File: config.mk
export PLATFORM = sky130hd
export DESIGN_NAME = cbb_slot_alloc
export DESIGN_NICKNAME = d
export VERILOG_FILES = /design/src/rtl/cbb_slot_alloc_pkg.sv /design/src/rtl/cbb_bin2onehot.sv /design/src/rtl/cbb_prio_enc.sv /design/src/rtl/cbb_slot_alloc.sv
export SDC_FILE = /design/constraint.sdc
export NUM_CORES = 1
export LEC_CHECK = 0
export CORE_MARGIN = 2
export CORE_UTILIZATION = 40
export CTS_CLUSTER_DIAMETER = 100
export DETAILED_ROUTE_END_ITERATION = 16
export GPL_ROUTABILITY_DRIVEN = 1
export PLACE_DENSITY = 0.79
export SLEW_MARGIN = 20
export SYNTH_ARGS = -nofsm -noshare
export SYNTH_HDL_FRONTEND = slang
export SYNTH_HIERARCHICAL = 1
export SYNTH_SLANG_ARGS = --single-unit
export TNS_END_PERCENT = 10
File: constraint.sdc
create_clock -name clk -period 2.4 [get_ports clk]
set_clock_uncertainty 0.05 [all_clocks]
set_input_delay 0.36 -clock clk [delete_from_list [all_inputs] [get_ports clk]]
set_output_delay 0.36 -clock clk [all_outputs]
set_load 0.02 [all_outputs]
File: src/rtl/cbb_slot_alloc_pkg.sv
// Shared definitions for the slot allocator and neighbouring CBBs.
// Provides the default slot index width, the depth derivation macro and a clog2 helper.

`ifndef CBB_SLOT_ALLOC_PKG_SV
`define CBB_SLOT_ALLOC_PKG_SV

// Number of slots addressed by an index of the given width.
`define CBB_SLOT_DEPTH(w) (1 << (w))

package cbb_slot_alloc_pkg;

  localparam int unsigned SLOT_IDX_W = 3;

  // Ceiling log2, returns 0 for inputs of 0 or 1.
  function automatic int unsigned clog2(input int unsigned value);
    int unsigned v;
    int unsigned r;
    v = (value > 0) ? value - 1 : 0;
    r = 0;
    while (v > 0) begin
      r = r + 1;
      v = v >> 1;
    end
    return r;
  endfunction

endpackage

`endif

File: src/rtl/cbb_bin2onehot.sv
// Binary-to-one-hot decoder CBB (shared building block, reused by the slot allocator).

module cbb_bin2onehot #(
  parameter int unsigned BIN_W = 3,
  parameter int unsigned OUT_W = 1 << BIN_W
) (
  input  logic [BIN_W-1:0] bin_in,
  output logic [OUT_W-1:0] onehot_out
);

  // Shift a single set bit into the indexed position.
  always_comb begin
    onehot_out = OUT_W'(1) << bin_in;
  end

endmodule

File: src/rtl/cbb_prio_enc.sv
// LSB-first priority encoder: index of the lowest set request bit plus a found flag.
// Index is 0 when no bit is set.

module cbb_prio_enc #(
  parameter int unsigned WIDTH = 8,
  parameter int unsigned IDX_W = 3
) (
  input  logic [WIDTH-1:0] req,
  output logic [IDX_W-1:0] idx,
  output logic             found
);

  // Scan from the top down so the lowest set bit is the last one written.
  always_comb begin
    idx   = '0;
    found = 1'b0;
    for (int i = WIDTH - 1; i >= 0; i--) begin
      if (req[i]) begin
        idx   = IDX_W'(i);
        found = 1'b1;
      end
    end
  end

endmodule

File: src/rtl/cbb_slot_alloc.sv
// Slot allocator for the sorter entry buffer: grants the lowest free slot, accepts
// binary-indexed releases, and keeps a registered occupancy map and count.
// Optional build macro CBB_SLOT_ALLOC_CHK_EN adds sticky double-free error reporting.

module cbb_slot_alloc
  import cbb_slot_alloc_pkg::*;
#(
  parameter int unsigned IDX_WIDTH = SLOT_IDX_W,
  localparam int unsigned DEPTH = `CBB_SLOT_DEPTH(IDX_WIDTH)
) (
  input  logic                 clk,
  input  logic                 rst,
  input  logic                 alloc_req,
  output logic                 alloc_gnt,
  output logic [IDX_WIDTH-1:0] alloc_idx,
  input  logic                 free_vld,
  input  logic [IDX_WIDTH-1:0] free_idx,
  output logic [DEPTH-1:0]     occ_map,
  output logic [IDX_WIDTH:0]   used_cnt,
  output logic                 full,
  output logic                 empty
`ifdef CBB_SLOT_ALLOC_CHK_EN
  ,
  output logic                 err_dbl_free,
  output logic [IDX_WIDTH-1:0] err_idx
`endif
);

  localparam logic [IDX_WIDTH:0] DepthCnt = (IDX_WIDTH + 1)'(DEPTH);

  logic [DEPTH-1:0]     occ_q, occ_d;
  logic [IDX_WIDTH:0]   cnt_q, cnt_d;
  logic                 full_q, full_d;
  logic                 empty_q, empty_d;
  logic [IDX_WIDTH-1:0] enc_idx;
  logic                 enc_found;
  logic [DEPTH-1:0]     free_mask;
  logic [DEPTH-1:0]     alloc_mask;
  logic                 free_ok;

  cbb_prio_enc #(
    .WIDTH (DEPTH),
    .IDX_W (IDX_WIDTH)
  ) u_prio_enc (
    .req   (~occ_q),
    .idx   (enc_idx),
    .found (enc_found)
  );

  cbb_bin2onehot #(
    .BIN_W (IDX_WIDTH),
    .OUT_W (DEPTH)
  ) u_free_dec (
    .bin_in     (free_idx),
    .onehot_out (free_mask)
  );

  // Grant path is combinational off the current map; frees this cycle are not grantable.
  always_comb begin
    alloc_gnt  = alloc_req & ~full_q;
    alloc_idx  = enc_found ? enc_idx : '0;
    alloc_mask = alloc_gnt ? (DEPTH'(1) << alloc_idx) : '0;
    free_ok    = free_vld & (|(occ_q & free_mask));
  end

  // Next map/count; a valid free and a grant never target the same slot.
  always_comb begin
    occ_d   = (occ_q & ~(free_ok ? free_mask : '0)) | alloc_mask;
    cnt_d   = cnt_q + {{IDX_WIDTH{1'b0}}, alloc_gnt} - {{IDX_WIDTH{1'b0}}, free_ok};
    full_d  = (cnt_d == DepthCnt);
    empty_d = (cnt_d == '0);
  end

  // Occupancy state register with synchronous reset overriding any request.
  always_ff @(posedge clk) begin
    if (rst) begin
      occ_q   <= '0;
      cnt_q   <= '0;
      full_q  <= 1'b0;
      empty_q <= 1'b1;
    end else begin
      occ_q   <= occ_d;
      cnt_q   <= cnt_d;
      full_q  <= full_d;
      empty_q <= empty_d;
    end
  end

  assign occ_map  = occ_q;
  assign used_cnt = cnt_q;
  assign full     = full_q;
  assign empty    = empty_q;

`ifdef CBB_SLOT_ALLOC_CHK_EN
  logic                 err_q;
  logic [IDX_WIDTH-1:0] err_idx_q;

  // Sticky error: capture only the first free of an unoccupied slot.
  always_ff @(posedge clk) begin
    if (rst) begin
      err_q     <= 1'b0;
      err_idx_q <= '0;
    end else if (free_vld && !free_ok && !err_q) begin
      err_q     <= 1'b1;
      err_idx_q <= free_idx;
    end
  end

  assign err_dbl_free = err_q;
  assign err_idx      = err_idx_q;
`endif

endmodule

==> flow_metrics.env <==
export IMPL_status="finished, violations left"
export IMPL_violations="negative setup slack"
export IMPL_worstPathRequired_ns=2.55
export IMPL_cts_sinks=14
export IMPL_crit_type="in -> reg"
export IMPL_grt_max_degree=14
export IMPL_io_pins=25
export IMPL_die_area_um2=2928
export IMPL_relSlewSlack_pct=63.62
export IMPL_synth_cells=122
export IMPL_drive_gt1_share_pct=31.45
export IMPL_fin_total_pwr_uw=1012
export IMPL_p_leak_uw=0.0005858
export IMPL_drc=0
export IMPL_timing_max_cap_violations=0
export IMPL_cp_startpoint="free_idx[1]"
export IMPL_die_w_um=54.12
export IMPL_r2r_cells=10
export IMPL_worstPathArrival_ns=2.63
export IMPL_area_delta_synth_final_pct=45.58
export IMPL_finalCritPeriodShare_pct=103.2
export IMPL_core_area_um2=2432
export IMPL_max_freq_ghz=0.4039
export IMPL_r2r_start="occ_map[2]"
export IMPL_final_common_cell="clkdlybuf4s50_1"
export IMPL_postSynthAreaPerCell_um2=8.235
export IMPL_fin_crit_ns=2.476
export IMPL_ys_warn_count=6
export IMPL_cts_buffer_depth=2
export IMPL_syn_nets=134
export IMPL_antenna_found_initial=0
export IMPL_layout_common_cells="clkdlybuf4s50_1, buf_4, inv_1"
export IMPL_reg2reg_slack_ns=0.02
export IMPL_final_max_slew_viol_count=0
export IMPL_first_global_vias=1033
export IMPL_clk_latency_ns=0.29
export IMPL_finalWorstSetupSlack_ns=-0.07561
export IMPL_start_util_pct=41.31
export IMPL_ys_seq_area_share_pct=27.90
export IMPL_rows=18
export IMPL_gr_total_overflow=0
export IMPL_gp_congestion=0.9558
export IMPL_first_iter_violations=22
export IMPL_rsz0062_at_grt="true"
export IMPL_io_buffers=24
export IMPL_cp_endpoint="empty"
export IMPL_wl_per_cell_um=14.72
export IMPL_p_per_area_nw_per_um2=691.8
export IMPL_tightestPinTransition_ns=0.5440
export IMPL_setup_viol=1
export IMPL_synth_cell_area_um2=1005
export IMPL_ctsRootBufferMaster="clkbuf_4"
export IMPL_ys_ff_latch=14
export IMPL_worst_hold_slack_ns=0.5275
export IMPL_endpoint_kind="register"
export IMPL_totalWireLength_mm=2.783
export IMPL_place_inst=183
export IMPL_finalHoldViolCount=0
export IMPL_ys_types=38
export IMPL_h_tree_depth=1
export IMPL_grt_use_total_pct=21.27
export IMPL_dp_hpwl_mm=2.095
export IMPL_timing_rr_end="empty"
export IMPL_max_vdd_ir_drop_mv=0.5365
export IMPL_finish_utilization_pct=60.13
export IMPL_fin_cells=189
export IMPL_ant_nets=0
export IMPL_drt_pass1_iterations=4
export IMPL_hold_path_depth=2
export IMPL_grt_first_pass_wirelength_mm=4.416
export IMPL_clk_pin_slew_ns=0.09
export IMPL_tns_ns=-0.07561
export IMPL_vias_per_cell=5.529
export IMPL_num_vias=1045
export IMPL_nNetsFinal=173
export IMPL_critical_path_max_fanout=8
export IMPL_cts_tree="done"
export IMPL_die_h_um=54.12
export IMPL_cts_buffers=3
export IMPL_worst_setup_path_start_kind="primary input"
export IMPL_min_path_type="reg -> reg"
export IMPL_antenna_cells=0
==> cell families (layout without fill, tap and decap cells) <==
kind of cell	count (synthesis)	after routing	synth area share, %
xor+xnor	2	2	1.744
flops	14	14	27.90
fa+ha+maj	5	5	6.974
buf+inv	21	58	8.344
compound gates	35	35	26.52
simple gates	45	45	28.52
==> registers in the layout (all words and copies together) (netlist names) <==
register and cells:
empty 1, occ_map 8, full 1, used_cnt 4
==> synthesized netlist by cell type <==
library cell / n / area [um^2]
a211o_1: 1 / 8.760
a211oi_1: 4 / 30.03
a211oi_2: 1 / 12.51
a21oi_1: 9 / 45.04
a21oi_2: 3 / 26.28
a221oi_1: 4 / 35.03
a22oi_2: 4 / 50.05
a31oi_1: 4 / 25.02
and2_1: 3 / 18.77
and3_1: 2 / 12.51
and3_2: 1 / 7.510
and3b_2: 5 / 50.05
and4b_1: 1 / 10.01
buf_1: 2 / 7.510
buf_2: 1 / 5.000
buf_4: 1 / 7.510
dfxtp_1: 14 / 280.3
fa_1: 1 / 20.02
ha_1: 4 / 50.05
inv_1: 17 / 63.81
nand2_1: 11 / 41.29
nand3_1: 5 / 25.02
nand3b_1: 1 / 7.510
nand4_1: 1 / 6.260
nand4_4: 1 / 21.27
nor2_1: 4 / 15.01
nor2b_1: 4 / 25.02
nor3_1: 1 / 5.000
nor3b_1: 3 / 22.52
nor4_1: 1 / 6.260
nor4_2: 1 / 12.51
o21ai_0: 1 / 5.000
o21ai_1: 1 / 5.000
o21bai_1: 1 / 7.510
o31ai_1: 1 / 7.510
o41ai_1: 1 / 8.760
xnor2_1: 1 / 8.760
xor2_1: 1 / 8.760
==> where the power goes <==
part / internal [uW] / total (uW) / switching [uW] / leakage (uW)
clock: 58.4 / 142 / 84.0 / 0.0000138
combinational: 275 / 560 / 285 / 0.000458
sequential: 277 / 309 / 32.3 / 0.000114
==> worst min-delay path by stage <==
stage	start	endpoint	slack [ns]
after floorplan	rst	used_cnt[0]	0.38
after global routing	occ_map[7]	occ_map[7]	0.58
final	occ_map[7]	occ_map[7]	0.53
after global placement	occ_map[6]	occ_map[6]	0.50
after detailed placement	occ_map[7]	occ_map[7]	0.52
after CTS	occ_map[7]	occ_map[7]	0.54
==> through the flow <==
stage               instance area [um^2]  setup slack [ns]
floorplan                           1035          -0.08499
global placement                    1375           -0.6673
detailed placement                  1375           -0.7897
CTS                                 1418          -0.07177
global route                        1463           -0.1502
finish                              1463          -0.07561
==> metal layers <==
| layer | global-route usage [%] | routed length, um |
|---|---|---|
| met1 | 21.68 | 1116 |
| met2 | 40.45 | 1422 |
| met3 | 5.278 | 188 |
| met4 | 9.167 | 55 |
| met5 | 0 | 0 |
==> final cells by class <==
class | count | area, um^2
tap | 30 | 37.54
timing repair buffer | 38 | 335.3
multi-input combinational | 87 | 723.2
clock buffer | 3 | 22.52
sequential | 14 | 280.3
inverter | 17 | 63.81
fill | 236 | 969.7
==> critical path, cell delays in order <==
cell,delay (ns)
buf_2,0.14
and3b_2,0.22
a22oi_2,0.25
nand4_4,0.12
and2_4,0.18
ha_4,0.23
inv_2,0.06
ha_4,0.13
inv_2,0.03
fa_2,0.53
nand3b_1,0.12
o31ai_1,0.24
==> what timing repair did <==
item,4_1_cts,5_1_grt
pin swaps,5,8
buffers inserted,2,1
hold buffers,0,0
endpoints found under the setup margin,8,4
gates resized for setup,16,12
Note: power is estimated with default switching activity, not from simulation.
